**config.mk**
```make
export PLATFORM = sky130hd
export DESIGN_NAME = reg_mem_initiator
export DESIGN_NICKNAME = d
export VERILOG_FILES = /design/src/rtl/reg_mem_initiator.sv
export SDC_FILE = /design/constraint.sdc
export NUM_CORES = 1
export LEC_CHECK = 0
export BUFFER_PORTS_ARGS = -buffer_cell sky130_fd_sc_hd__buf_2
export CORE_AREA = 3 3 61 85
export CTS_BUF_LIST = sky130_fd_sc_hd__clkbuf_8
export CTS_CLUSTER_DIAMETER = 50
export DETAILED_ROUTE_END_ITERATION = 8
export DIE_AREA = 0 0 64 88
export PLACE_DENSITY = 0.78
export SLEW_MARGIN = 15
export SYNTH_ARGS = -nofsm -noshare
export SYNTH_HDL_FRONTEND = slang
export SYNTH_SLANG_ARGS = --single-unit
```
**constraint.sdc**
```tcl
create_clock -name clk -period 1.6 [get_ports clk]
set_clock_uncertainty 0.2 [all_clocks]
set_input_delay 0.32 -clock clk [delete_from_list [all_inputs] [get_ports clk]]
set_output_delay 0.32 -clock clk [all_outputs]
set_load 0.01 [all_outputs]
```
**src/rtl/reg_mem_initiator.sv**
```systemverilog
// Single-command initiator for the register-memory bus: command in, sel/wr/addr/wdata out, read data back.
// Optional ISSUE timeout abort is enabled by defining REG_MEM_INIT_TIMEOUT_EN.
`timescale 1ns/1ps
module reg_mem_initiator #(
    parameter int ADDR_WIDTH = 8,
    parameter int DATA_WIDTH = 16,
    parameter int TIMEOUT    = 16
) (
    input  logic                  clk,
    input  logic                  rst,
    input  logic                  cmd_valid,
    output logic                  cmd_ready,
    input  logic                  cmd_wr,
    input  logic [ADDR_WIDTH-1:0] cmd_addr,
    input  logic [DATA_WIDTH-1:0] cmd_wdata,
    output logic                  mem_sel,
    output logic                  mem_wr,
    output logic [ADDR_WIDTH-1:0] mem_addr,
    output logic [DATA_WIDTH-1:0] mem_wdata,
    input  logic [DATA_WIDTH-1:0] mem_rdata,
    input  logic                  mem_ready,
    output logic                  rsp_valid,
    input  logic                  rsp_ready,
    output logic [DATA_WIDTH-1:0] rsp_data,
    output logic                  rsp_err,
    output logic                  busy
);

    typedef enum logic [1:0] {IDLE, ISSUE, RWAIT} state_t;

    state_t state;
    state_t state_nxt;
    logic   timeout_hit;

    // Only registered state and rsp_ready feed the command handshake.
    assign cmd_ready = (state == IDLE) && (!rsp_valid || rsp_ready);
    assign busy      = (state != IDLE);

`ifdef REG_MEM_INIT_TIMEOUT_EN
    localparam int CNT_W = $clog2(TIMEOUT + 1);

    logic [CNT_W-1:0] to_cnt;
    logic             rsp_err_q;

    // The TIMEOUT-th not-ready cycle aborts at its closing edge; mem_ready high takes priority.
    assign timeout_hit = (state == ISSUE) && !mem_ready && (to_cnt == CNT_W'(TIMEOUT - 1));
    assign rsp_err     = rsp_err_q;

    always_ff @(posedge clk or posedge rst) begin
        if (rst) begin
            to_cnt <= '0;
        end else if (state != ISSUE) begin
            to_cnt <= '0;
        end else if (!mem_ready) begin
            to_cnt <= to_cnt + 1'b1;
        end
    end
`else
    // ISSUE waits indefinitely in this build.
    assign timeout_hit = 1'b0 && (TIMEOUT > 0);
    assign rsp_err     = 1'b0;
`endif

    always_comb begin
        state_nxt = state;
        case (state)
            IDLE: begin
                if (cmd_valid && cmd_ready) state_nxt = ISSUE;
            end
            ISSUE: begin
                if (mem_ready)        state_nxt = mem_wr ? IDLE : RWAIT;
                else if (timeout_hit) state_nxt = IDLE;
            end
            RWAIT:   state_nxt = IDLE;
            default: state_nxt = IDLE;
        endcase
    end

    always_ff @(posedge clk or posedge rst) begin
        if (rst) begin
            state     <= IDLE;
            mem_sel   <= 1'b0;
            mem_wr    <= 1'b0;
            mem_addr  <= '0;
            mem_wdata <= '0;
            rsp_valid <= 1'b0;
            rsp_data  <= '0;
`ifdef REG_MEM_INIT_TIMEOUT_EN
            rsp_err_q <= 1'b0;
`endif
        end else begin
            state <= state_nxt;
            if (rsp_valid && rsp_ready) rsp_valid <= 1'b0;
            case (state)
                IDLE: begin
                    if (cmd_valid && cmd_ready) begin
                        mem_sel   <= 1'b1;
                        mem_wr    <= cmd_wr;
                        mem_addr  <= cmd_addr;
                        mem_wdata <= cmd_wdata;
                    end
                end
                ISSUE: begin
                    // Reads keep sel high through RWAIT so the responder can re-raise ready.
                    if (mem_ready) begin
                        if (mem_wr) mem_sel <= 1'b0;
                    end else if (timeout_hit) begin
                        mem_sel   <= 1'b0;
                        rsp_valid <= 1'b1;
                        rsp_data  <= '0;
`ifdef REG_MEM_INIT_TIMEOUT_EN
                        rsp_err_q <= 1'b1;
`endif
                    end
                end
                RWAIT: begin
                    mem_sel   <= 1'b0;
                    rsp_valid <= 1'b1;
                    rsp_data  <= mem_rdata;
`ifdef REG_MEM_INIT_TIMEOUT_EN
                    rsp_err_q <= 1'b0;
`endif
                end
                default: ;
            endcase
        end
    end

endmodule
```
# After elaboration in Yosys (flattened, before gate mapping)
# Cells that the tools add are included.
# op_classes
n_reduce_logical	12
eq_ne	5
n_mux	10
# op_table
cell	n
2-bit two-way mux	3
1-bit two-way mux	5
2-bit inequality test, second input constant	2
2-bit one-hot mux with 2 select lines	1
2-bit AND reduction	2
4-bit AND reduction	1
2-bit nonzero test	2
1-bit logical AND	3
1-bit one-hot mux with 3 select lines	1
3-bit nonzero test	1
2-bit by 1-bit == test with 1-bit output, second input constant	1
2-bit == test, second input constant	1
2-bit logical NOT	1
2-bit by 1-bit inequality test with 1-bit output, second input constant	1
1-bit logical NOT	1
1-bit logical OR	1
# word_totals
wordCells	34
regBits	45
out_inout_bits	46

# Depth between registers and ports, before layout
# Gate-level depths: netlist of run 1.
# logic_depth
ltp_word	6
depth_mapped	6
mapped_depth_nobuf	5

# Least setup slack after synthesis of run 1
# No wires, ideal clock.
# synth_path
path_kind	reg-to-reg
startpoint	register state[0]
endpoint	register mem_addr[0]
stages_incl_launch_ff	7
setup_slack_ns	-0.112
path_buffers	1
arrival_time_ns	1.387
cell_sequence	dfrtp_1 inv_1 ha_1 and2_4 nand2_4 buf_12 mux2_4
# synth_between
elab_chain_len	4
# synth_rtl
element	line	rtl
from (decl)	31	state_t state;
from (signal assigned)	92	state <= state_nxt;
2-bit logical NOT	36	assign cmd_ready = (state == IDLE) && (!rsp_valid || rsp_ready);
1-bit logical AND	36	
via cmd_ready	12	output logic cmd_ready,
1-bit logical AND	96	if (cmd_valid && cmd_ready) begin
2-bit AND reduction (no source line)	-	
to (signal assigned)	99	mem_addr <= cmd_addr;
to (decl)	18	output logic [ADDR_WIDTH-1:0] mem_addr,
# The timed path passes the listed nets, and every way through them passes these cells.
# A chain may end at the register's enable or synchronous reset.

# Final worst setup path of run 1
# layout_path
startpoint	register state[1]
endpoint	output port cmd_ready
# layout_between
elab_chain_len	2
# layout_rtl
element	line
2-bit logical NOT	36
1-bit logical AND	36
to (decl)	12
# No other way between the ends.

==> out/metrics.yaml, run 1 <==
status:
  status: "finished with violations"
  violations: "negative setup slack"
timing:
  rsz0062_at_grt: "yes"
  fin_ws_ns: -0.0723
  max_freq_ghz: 0.598
  fin_crit_sh: 1.05
  finalSetupViolations: 15
  whs_ns: 0.0506
  hold_viol: 0
  slew_viol_final: 0
  fin_crit_ns: 1.67
routing:
  postRouteAntennaNets: 0
  vias_per_cell: 4.57
  drt-pass1-iter-count: 3
  drtIter0Drc: 32
  drt_wl_total_um: 4180
  routedWlPerCell_um: 14.6
  vias: 1308
  drc: 0
synth:
  syn_area_per_cell_um2: 16.6
  syn_nets: 166
  ys_seq_elements: 45
  synth-warning-count: 0
  synthCells: 115
  ys_seq_area_frac: 0.589
  synth_cell_types: 18
  synth_area_um2: 1910
grt:
  antenna_found_initial: 0
  grt_usage: 0.137
  grt_max_degree: 28
  grt_pass1_wl_um: 5900
  grt_pass1_vias: 1273
  overflow: 0
critical_path:
  setup.worst_path.end_class: "output pin"
  crit_fanout: 3
  critPathMaxStageDelay_ns: 0.39
  cp.arrival_ns: 1.15
  crit_buf_inv: 2
  crit_chain: "inv_2, ha_4, and2_4, buf_6"
  start_kind: "flop"
  worst-setup-path-type: "flop to output pin"
  cp.required_ns: 1.08
  critical-path-top-delay-family: "flip-flops"
  cpMaxStageDelayCell: "dfrtp_1"
clock_tree:
  cts_made_buffers: 5
  clockRootBuffer: "clkbuf_8"
  clockBufferDepth: 2
  tritoncts: "built"
  clkSinkCount: 45
  htree_levels: 2
  clk_pin_slew_ns: 0.08
  insertion_delay_ns: 0.29
power_and_ir_drop:
  power_uw: 5580
  power_density_nw_per_um2: 2040
  peakVddDrop_v: 0.000912
  p_leak_uw: 0.00141
cells_and_area:
  fillers: 373
  areaGrowthSynthToFinish_pct: 43.0
  diodes: 0
  final_common_cell: "buf_2"
  drive_above_1_share: 0.746
  postLayoutCoreUtil: 0.603
  finish.cell_count_without_fillers: 286
  nets: 274
  final_cell_mix: "buf_2 (88), dfrtp_1 (45), mux2_2 (22)"
floorplanning:
  die_y_um: 88
  die_area_um2: 5630
  row_count: 29
  initial_core_util: 0.422
  io_pins: 92
  die_w_um: 64
  core-area_um2: 4540
place:
  dp.cells: 270
  pre_cts_ws_ns: -0.0478
  port_buffers: 90
  dp_hpwl_um: 2910
  gp_congestion: 0.683
run:
  drv_cap: 0
min_path:
  hold_class: "input port to flop"
## kinds of logic after synthesis
group	after synthesis	share of synthesized area
buffers and inverters	11	0.0419
adders and majority gates	5	0.0327
AOI/OAI and AO/OA	2	0.00916
DFF	45	0.589
muxes	44	0.297
and+or+nand+nor	7	0.0288
other	1	0.00196
## state kept, by name, summed over array words and instances (netlist names)
register	flops
rsp_data	16
rsp_valid	1
mem_wdata	16
mem_sel	1
state	2
mem_addr	8
mem_wr	1
## worst paths after layout
kind | from | cells past startpoint | end | slack (ns)
max | state[1]$_DFFE_PP0P_ | 4 | cmd_ready | -0.07
max reg2reg | state[1]$_DFFE_PP0P_ | 6 | mem_addr[7]$_DFFE_PP0P_ | -0.03
max in group asynchronous | rst | 4 | rsp_data[12]$_DFFE_PP0P_ | 0.51
min in group asynchronous | rst | 4 | mem_addr[1]$_DFFE_PP0P_ | 0.41
min reg2reg | rsp_data[8]$_DFFE_PP0P_ | 1 | rsp_data[8]$_DFFE_PP0P_ | 0.30
min | cmd_wdata[11] | 2 | mem_wdata[11]$_DFFE_PP0P_ | 0.05
## layer usage
metal | routed length [um] | share of wire | up-vias | global-route usage
met3 | 282 | 0.067 | 10 | 0.0424
met2 | 2270 | 0.54 | 65 | 0.235
li1 | - | - | 615 | -
met5 | 0 | 0 | - | 0
met4 | 91 | 0.022 | 0 | 0.0648
met1 | 1540 | 0.37 | 618 | 0.155
## Yosys cell counts
library cell  instances  area, um^2
buf_4                 1        7.51
ha_1                  5        62.6
buf_2                 2        10.0
nand2_1               2        7.51
a22o_1                1        8.76
conb_1                1        3.75
buf_12                2        40.0
mux2_2               22         248
or2b_1                1        7.51
nand2_4               1        11.3
mux2i_1               2        20.0
and2_4                1        8.76
inv_1                 6        22.5
dfrtp_1              45        1130
nand2b_1              1        6.26
a221oi_1              1        8.76
nand2b_4              1        13.8
mux2_4               20         300
## where the power goes
group	switching [uW]	total (uW)	internal, uW	leakage, uW
combinational	1210	2830	1630	0.000829
clock	369	719	350	0.0000512
sequential	302	2030	1720	0.000530
total	1880	5580	3700	0.00141
## worst reg2reg max path, stage by stage (launching register included)
cell	delay (ns)
dfrtp_1	0.39
inv_2	0.08
ha_4	0.13
and2_4	0.16
buf_6	0.12
nand2_8	0.11
mux2_4	0.33
## layout make-up
type,instances,area [um^2],area share
well taps,62,77.6,0.0283
inverters,6,22.5,0.00823
multi-input cells,61,802,0.293
flip-flops and latches,45,1130,0.412
clock buffers,6,82.6,0.0302
clock inverters,2,13.8,0.00503
repair buffers,104,612,0.224
## what timing repair did
item	in CTS	in global routing
pin swaps	2	1
endpoints found under the hold margin	45	0
setup endpoints to repair	29	46
hold buffers	1	0
setup buffers	2	2
gates cloned	0	3
resized for setup	5	9
## metrics by stage
| stage | area [um^2] | setup TNS, ns |
|---|---|---|
| after global routing | 2740 | -1.73 |
| after global placement | 2480 | -0.107 |
| after CTS | 2620 | -0.473 |
| final | 2740 | -0.450 |
| after detailed placement | 2480 | -0.424 |
| after floorplan | 1940 | -0.804 |
No activity file was read; power rests on OpenSTA's default activity.
==> run 2: changes to the inputs <==
ABC_AREA = 1   (was unset)
CORE_AREA = 3 3 59 82   (was 3 3 61 85)
DIE_AREA = 0 0 62 85   (was 0 0 64 88)
PLACE_DENSITY = 0.81   (was 0.78)
clock period = 1.9 ns   (was 1.6 ns; I/O delays follow)
==> run 2 against run 1 <==
The flow now finishes without violations; core utilization is 0.24 points higher; cell area down 6.2%; global-route usage increased by 2.7 points; synthesized cell count is 55% higher; first-iteration DRC count up 120%; power is 21% lower; highest routed layer unchanged.
==> out/metrics.yaml, run 2 <==
status:
  status: "finished clean"
routing:
  wl_met2_um: 2320  # +2.3%
  drc: 0  # unchanged
  vias: 1545  # +18%
  routedWlPerCell_um: 12.6  # -14%
  postRouteAntennaNets: 0  # unchanged
  routed-wl-met3_um: 209  # -26%
  top_layer_used: "met4"
  drtIter0Drc: 71  # +120%
  drt-pass1-iter-count: 4  # +1
  drt_wl_total_um: 4200  # +0.31%
  met1_length_um: 1590  # +3.3%
  vias_per_cell: 4.64  # +1.4%
cells_and_area:
  drive_above_1_share: 0.513  # -0.233
  diodes: 0  # unchanged
  top_regs: "mem_wdata (16), rsp_data (16), mem_addr (8)"
  finish.cell_count_without_fillers: 333  # +16%
  postLayoutCoreUtil: 0.606  # +0.00236
  final_common_cell: "buf_2"
  final_cell_mix: "buf_2 (90), nand2_1 (46), dfrtp_1 (45)"
  nets: 323  # +18%
  areaGrowthSynthToFinish_pct: 30.5
floorplanning:
  die_y_um: 85  # -3.4%
  die_area_um2: 5270  # -6.4%
  row_count: 28  # -3.4%
  die_w_um: 62  # -3.1%
  io_pins: 92  # unchanged
  initial_core_util: 0.464  # +0.0422
  core-area_um2: 4240  # -6.5%
synth:
  synth_cell_types: 22  # +4
  yosysMostFrequentCell: "nand2_1"
  synthCells: 178  # +55%
  synth_top_area_frac: 0.573  # -0.0161
  syn_nets: 229  # +38%
  ys_seq_elements: 45  # unchanged
  ys.flop_type: "dfrtp_1"
  ys_seq_area_frac: 0.573  # -0.0161
  synth-warning-count: 0  # unchanged
  syn_area_per_cell_um2: 11.0  # -34%
  synth_area_um2: 1970  # +2.8%
  synth_edf_count: 0  # unchanged
  yosys-top-cells-area: "dfrtp_1 (57%), mux2_2 (9.2%), nand2_1 (8.8%), nand3_1 (6.6%), ha_1 (3.2%)"
  yosys.area.top_type: "dfrtp_1"
  synth-async-reset-ratio: 1.00  # unchanged
  synthTopCellsByCount: "nand2_1 (46), dfrtp_1 (45), nand3_1 (26)"
critical_path:
  cp.arrival_ns: 1.24  # +0.09 ns
  start_kind: "flop"
  worstRegToRegCells: 8  # +2
  crit_fanout: 3  # unchanged
  worst-setup-path-type: "flop to output pin"
  setup.worst_path.end_class: "output pin"
  cp.required_ns: 1.32  # +0.24 ns
grt:
  grt_max_degree: 46  # +64%
  overflow: 0  # unchanged
  grt_pass1_vias: 1428  # +12%
  grt_pass1_wl_um: 6610  # +12%
  grt_usage: 0.164  # +0.0271
  antenna_found_initial: 0  # unchanged
timing:
  fin_ws_ns: 0.0842  # +0.156 ns
  fin_crit_sh: 0.956
  max_freq_ghz: 0.551
  fin_crit_ns: 1.82
  finalSetupViolations: 0  # -15
  hold_viol: 0  # unchanged
  tns_ns: 0  # +0.450 ns
  slew_viol_final: 0  # unchanged
min_path:
  hold_depth: 2  # unchanged
  hold_class: "input port to flop"
clock_tree:
  clk_pin_slew_ns: 0.08  # about the same
  cts_made_buffers: 5  # unchanged
  clockRootBuffer: "clkbuf_8"
  htree_levels: 2  # unchanged
  tritoncts: "built"
  clkSinkCount: 45  # unchanged
  insertion_delay_ns: 0.28  # about the same
  clockBufferDepth: 2  # unchanged
place:
  dp_hpwl_um: 3040  # +4.5%
  pre_cts_ws_ns: 0.171  # +0.219 ns
  dp.cells: 322  # +19%
  gp_congestion: 0.740  # +8.3%
  port_buffers: 90  # unchanged
power_and_ir_drop:
  pwr-share-seq: 0.382  # +0.019
  p_switching_uw: 1700  # -9.3%
  p_leak_uw: 0.00142  # +0.41%
  clkPwrFrac: 0.144  # +0.015
  power_density_nw_per_um2: 1710  # -16%
  p_int_uw: 2690  # -27%
  peakVddDrop_v: 0.000804  # -12%
  combPwrFrac: 0.474  # -0.034
  switching_share: 0.388  # +0.0508
run:
  drv_cap: 0  # unchanged
[run 2: cell types whose count changed in the layout (fill, tap and decap cells not counted), moves of 3 or more]
cell     delta
buf_6       -3
nand3_1    +26
mux2_2      -6
nand2_2    +10
nand2_1    +44
ha_1        +4
mux2_4     -20
ha_4        -3
buf_4       -4
[run 2: cells by family (layout without fill, tap and decap cells)]
kind of cell,count (synthesis),in the layout,share of synthesized area
compound gates,4,4,0.0172
fa+ha+maj,5,5,0.0318
buf+inv,19,114,0.0649
flops,45,45,0.573
mux,16,16,0.0916
other cells,1,1,0.00191
simple gates,88,88,0.220
[run 2: metal layers]
layer | vias to the layer above | global-route usage
met5 | - | 0
met4 | 0 | 0.0521
met1 | 734 | 0.196
met3 | 6 | 0.0304
li1 | 757 | -
met2 | 48 | 0.286
[run 2: worst max-delay path, stage by stage, from the launching register on]
cell and delay [ns]:
dfrtp_1 0.40, inv_2 0.06, ha_1 0.20, inv_2 0.11, nor2_8 0.04, buf_2 0.14
[run 2: area by class of cell]
type,instances,area [um^2]
Fill cell,362,1670
Sequential cell,45,1130
Multi-Input combinational cell,114,713
Timing Repair Buffer,97,518
Clock buffer,7,96.3
Tap cell,60,75.1
Inverter,9,33.8
Clock inverter,1,5.00
[run 2: metrics by stage]
step / total power [uW] / hold slack, ns / area, um^2
6_report: 4400 / 0.117 / 2570
5_1_grt: 4750 / 0.112 / 2570
2_1_floorplan: 3120 / 0.296 / 1970
4_1_cts: 4440 / 0.110 / 2560
3_3_place_gp: 3700 / 0.230 / 2440
3_5_place_dp: 3770 / 0.237 / 2440
[run 2: timing repair]
action | in CTS | in global routing
resized for setup | 0 | 2
pin swaps | 1 | 0
hold endpoints to repair | 45 | 0
endpoints found under the setup margin | 1 | 2
buffers inserted | 1 | 1
hold buffers | 1 | 0
[run 2: final timing paths]
kind / endpoint / slack (ns) / start
max in group asynchronous: mem_addr[5]$_DFFE_PP0P_ / 0.81 / rst
max: cmd_ready / 0.08 / state[0]$_DFFE_PP0P_
max reg2reg: mem_wr$_DFFE_PP0P_ / 0.24 / state[1]$_DFFE_PP0P_
min in group asynchronous: rsp_data[5]$_DFFE_PP0P_ / 0.48 / rst
min reg2reg: mem_wdata[15]$_DFFE_PP0P_ / 0.27 / mem_wdata[15]$_DFFE_PP0P_
min: rsp_data[10]$_DFFE_PP0P_ / 0.12 / mem_rdata[10]
[run 2: power by group through the flow]
| stage | logic (uW) | clock network [uW] | registers (uW) |
|---|---|---|---|
| after detailed placement | 2070 | 0 | 1700 |
| after CTS | 2100 | 651 | 1690 |
| after floorplan | 1200 | 0 | 1920 |
| after global routing | 2310 | 692 | 1740 |
| after global placement | 2020 | 0 | 1680 |
| final | 2080 | 633 | 1680 |
==> run 3: changes to the inputs <==
MAX_ROUTING_LAYER = met4   (was unset)
SLEW_MARGIN = unset   (was 15)
==> run 3 against run 2 <==
Critical path depth stayed put; combinational power hardly changed; critical endpoint unchanged; largest power group unchanged; core utilization stayed put; largest cell class unchanged; clock power hardly changed; first-iteration DRC count is 13% higher.
==> out/metrics.yaml, run 3 (synthesis gave the netlist of run 2 again) <==
clock_tree:
  cts_made_buffers: 5  # unchanged
  clk_pin_slew_ns: 0.08  # about the same
  clkSinkCount: 45  # unchanged
  clockBufferDepth: 2  # unchanged
  insertion_delay_ns: 0.28  # about the same
  htree_levels: 2  # unchanged
  clockRootBuffer: "clkbuf_8"
  tritoncts: "built"
power_and_ir_drop:
  peakVddDrop_v: 0.000805  # about the same
  p_int_uw: 2690  # about the same
  power_uw: 4400  # about the same
  clkPwrFrac: 0.144  # about the same
  switching_share: 0.387  # about the same
  combPwrFrac: 0.473  # about the same
  p_switching_uw: 1700  # about the same
  power_density_nw_per_um2: 1710  # about the same
  pwr-share-seq: 0.382  # about the same
  p_leak_uw: 0.00142  # unchanged
floorplanning:
  io_pins: 92  # unchanged
  initial_core_util: 0.464  # unchanged
  row_count: 28  # unchanged
  die_y_um: 85  # unchanged
  die_area_um2: 5270  # unchanged
  die_w_um: 62  # unchanged
  core-area_um2: 4240  # unchanged
grt:
  grt_pass1_wl_um: 6620  # +0.11%
  grt_pass1_vias: 1429  # +0.070%
  antenna_found_initial: 0  # unchanged
  grt_max_degree: 46  # unchanged
  overflow: 0  # unchanged
  grt_usage: 0.169  # +0.00491
critical_path:
  cp.required_ns: 1.32  # about the same
  critPathMaxStageDelay_ns: 0.40  # about the same
  cp.arrival_ns: 1.23  # about the same
  rrSetupSlack_ns: 0.24  # about the same
  worst-setup-path-type: "flop to output pin"
  critical-path-top-delay-family: "flip-flops"
  crit_buf_inv: 3  # unchanged
  start_kind: "flop"
  cpMaxStageDelayCell: "dfrtp_1"
  setup.worst_path.end_class: "output pin"
  crit_top_cell: "inv_2"
  crit_chain: "inv_2, ha_1, inv_2, nor2_8, buf_2"
  crit_fanout: 3  # unchanged
cells_and_area:
  drive_above_1_share: 0.513  # unchanged
  nets: 323  # unchanged
  fillers: 362  # unchanged
  final_area_um2: 2570  # unchanged
  postLayoutCoreUtil: 0.606  # unchanged
  final_cell_mix: "buf_2 (90), nand2_1 (46), dfrtp_1 (45)"
  areaGrowthSynthToFinish_pct: 30.5  # unchanged
  diodes: 0  # unchanged
  top_regs: "mem_wdata (16), rsp_data (16), mem_addr (8)"
  final_common_cell: "buf_2"
timing:
  fin_crit_ns: 1.81  # -0.00106 ns
  whs_ns: 0.116  # -0.00108 ns
  fin_crit_sh: 0.955  # about the same
  slew_viol_final: 0  # unchanged
  hold_viol: 0  # unchanged
  max_freq_ghz: 0.551  # about the same
  finalSetupViolations: 0  # unchanged
routing:
  drt_wl_total_um: 4200  # about the same
  vias_per_cell: 4.62  # -0.45%
  drt-pass1-iter-count: 4  # unchanged
  postRouteAntennaNets: 0  # unchanged
  drc: 0  # unchanged
  vias: 1538  # -0.45%
  routedWlPerCell_um: 12.6  # about the same
  drtIter0Drc: 80  # +13%
min_path:
  hold_class: "input port to flop"
run:
  drv_cap: 0  # unchanged
status:
  status: "finished clean"
place:
  placed_cell_area_um2: 2440  # unchanged
  gp_congestion: 0.749  # +1.3%
  port_buffers: 90  # unchanged
  dp_hpwl_um: 3040  # unchanged
[run 3: per-stage QoR]
stage / setup WS (ns) / TNS [ns] / instances
finish: 0.0852 / 0 / 333
global route: -0.00908 / -0.00908 / 333
CTS: 0.00955 / 0 / 332
detailed placement: 0.171 / 0 / 322
global placement: 0.224 / 0 / 322
floorplan: 0.261 / 0 / 178
[run 3: metal layers]
layer / track usage / part of all wire / up-vias
li1: - / - / 756
met1: 0.196 / 0.38 / 724
met2: 0.288 / 0.55 / 52
met3: 0.0289 / 0.050 / 6
met4: 0.0521 / 0.018 / 0
met5: - / 0 / -
[run 3: cell type report]
class / count / area (um^2) / area share
tap: 60 / 75.1 / 0.0292
clock buffer: 7 / 96.3 / 0.0375
timing repair buffer: 97 / 518 / 0.202
clock inverter: 1 / 5.00 / 0.00195
sequential: 45 / 1130 / 0.439
multi-input combinational: 114 / 713 / 0.278
inverter: 9 / 33.8 / 0.0132
[run 3: timing repair]
action,in CTS,in global routing
gates resized for setup,0,2
setup buffers,1,1
endpoints found under the setup margin,1,2
hold endpoints to repair,45,0
hold buffers,1,0
pin swaps,1,0
[run 3: path summary, 6_finish.rpt]
check	startpoint	to	cells past startpoint
max	state[0]$_DFFE_PP0P_	cmd_ready	5
min	mem_rdata[10]	rsp_data[10]$_DFFE_PP0P_	2
max reg2reg	state[1]$_DFFE_PP0P_	mem_wr$_DFFE_PP0P_	8
min reg2reg	mem_wdata[15]$_DFFE_PP0P_	mem_wdata[15]$_DFFE_PP0P_	2
max in group asynchronous	rst	mem_addr[5]$_DFFE_PP0P_	4
min in group asynchronous	rst	rsp_data[9]$_DFFE_PP0P_	4
[run 3: power by group through the flow]
stage / Clock [uW] / Combinational, uW / Sequential, uW
floorplan: 0 / 1200 / 1920
global placement: 0 / 2020 / 1680
detailed placement: 0 / 2070 / 1700
CTS: 651 / 2100 / 1690
global route: 692 / 2310 / 1740
finish: 634 / 2080 / 1680
[run 3: worst register-to-register path, stage by stage (launching register included)]
cell     delay (ns)
dfrtp_1        0.42
inv_2          0.09
ha_1           0.15
inv_2          0.07
nor2_8         0.08
buf_4          0.20
nand2_8        0.16
nor2_1         0.13
a21oi_1        0.04
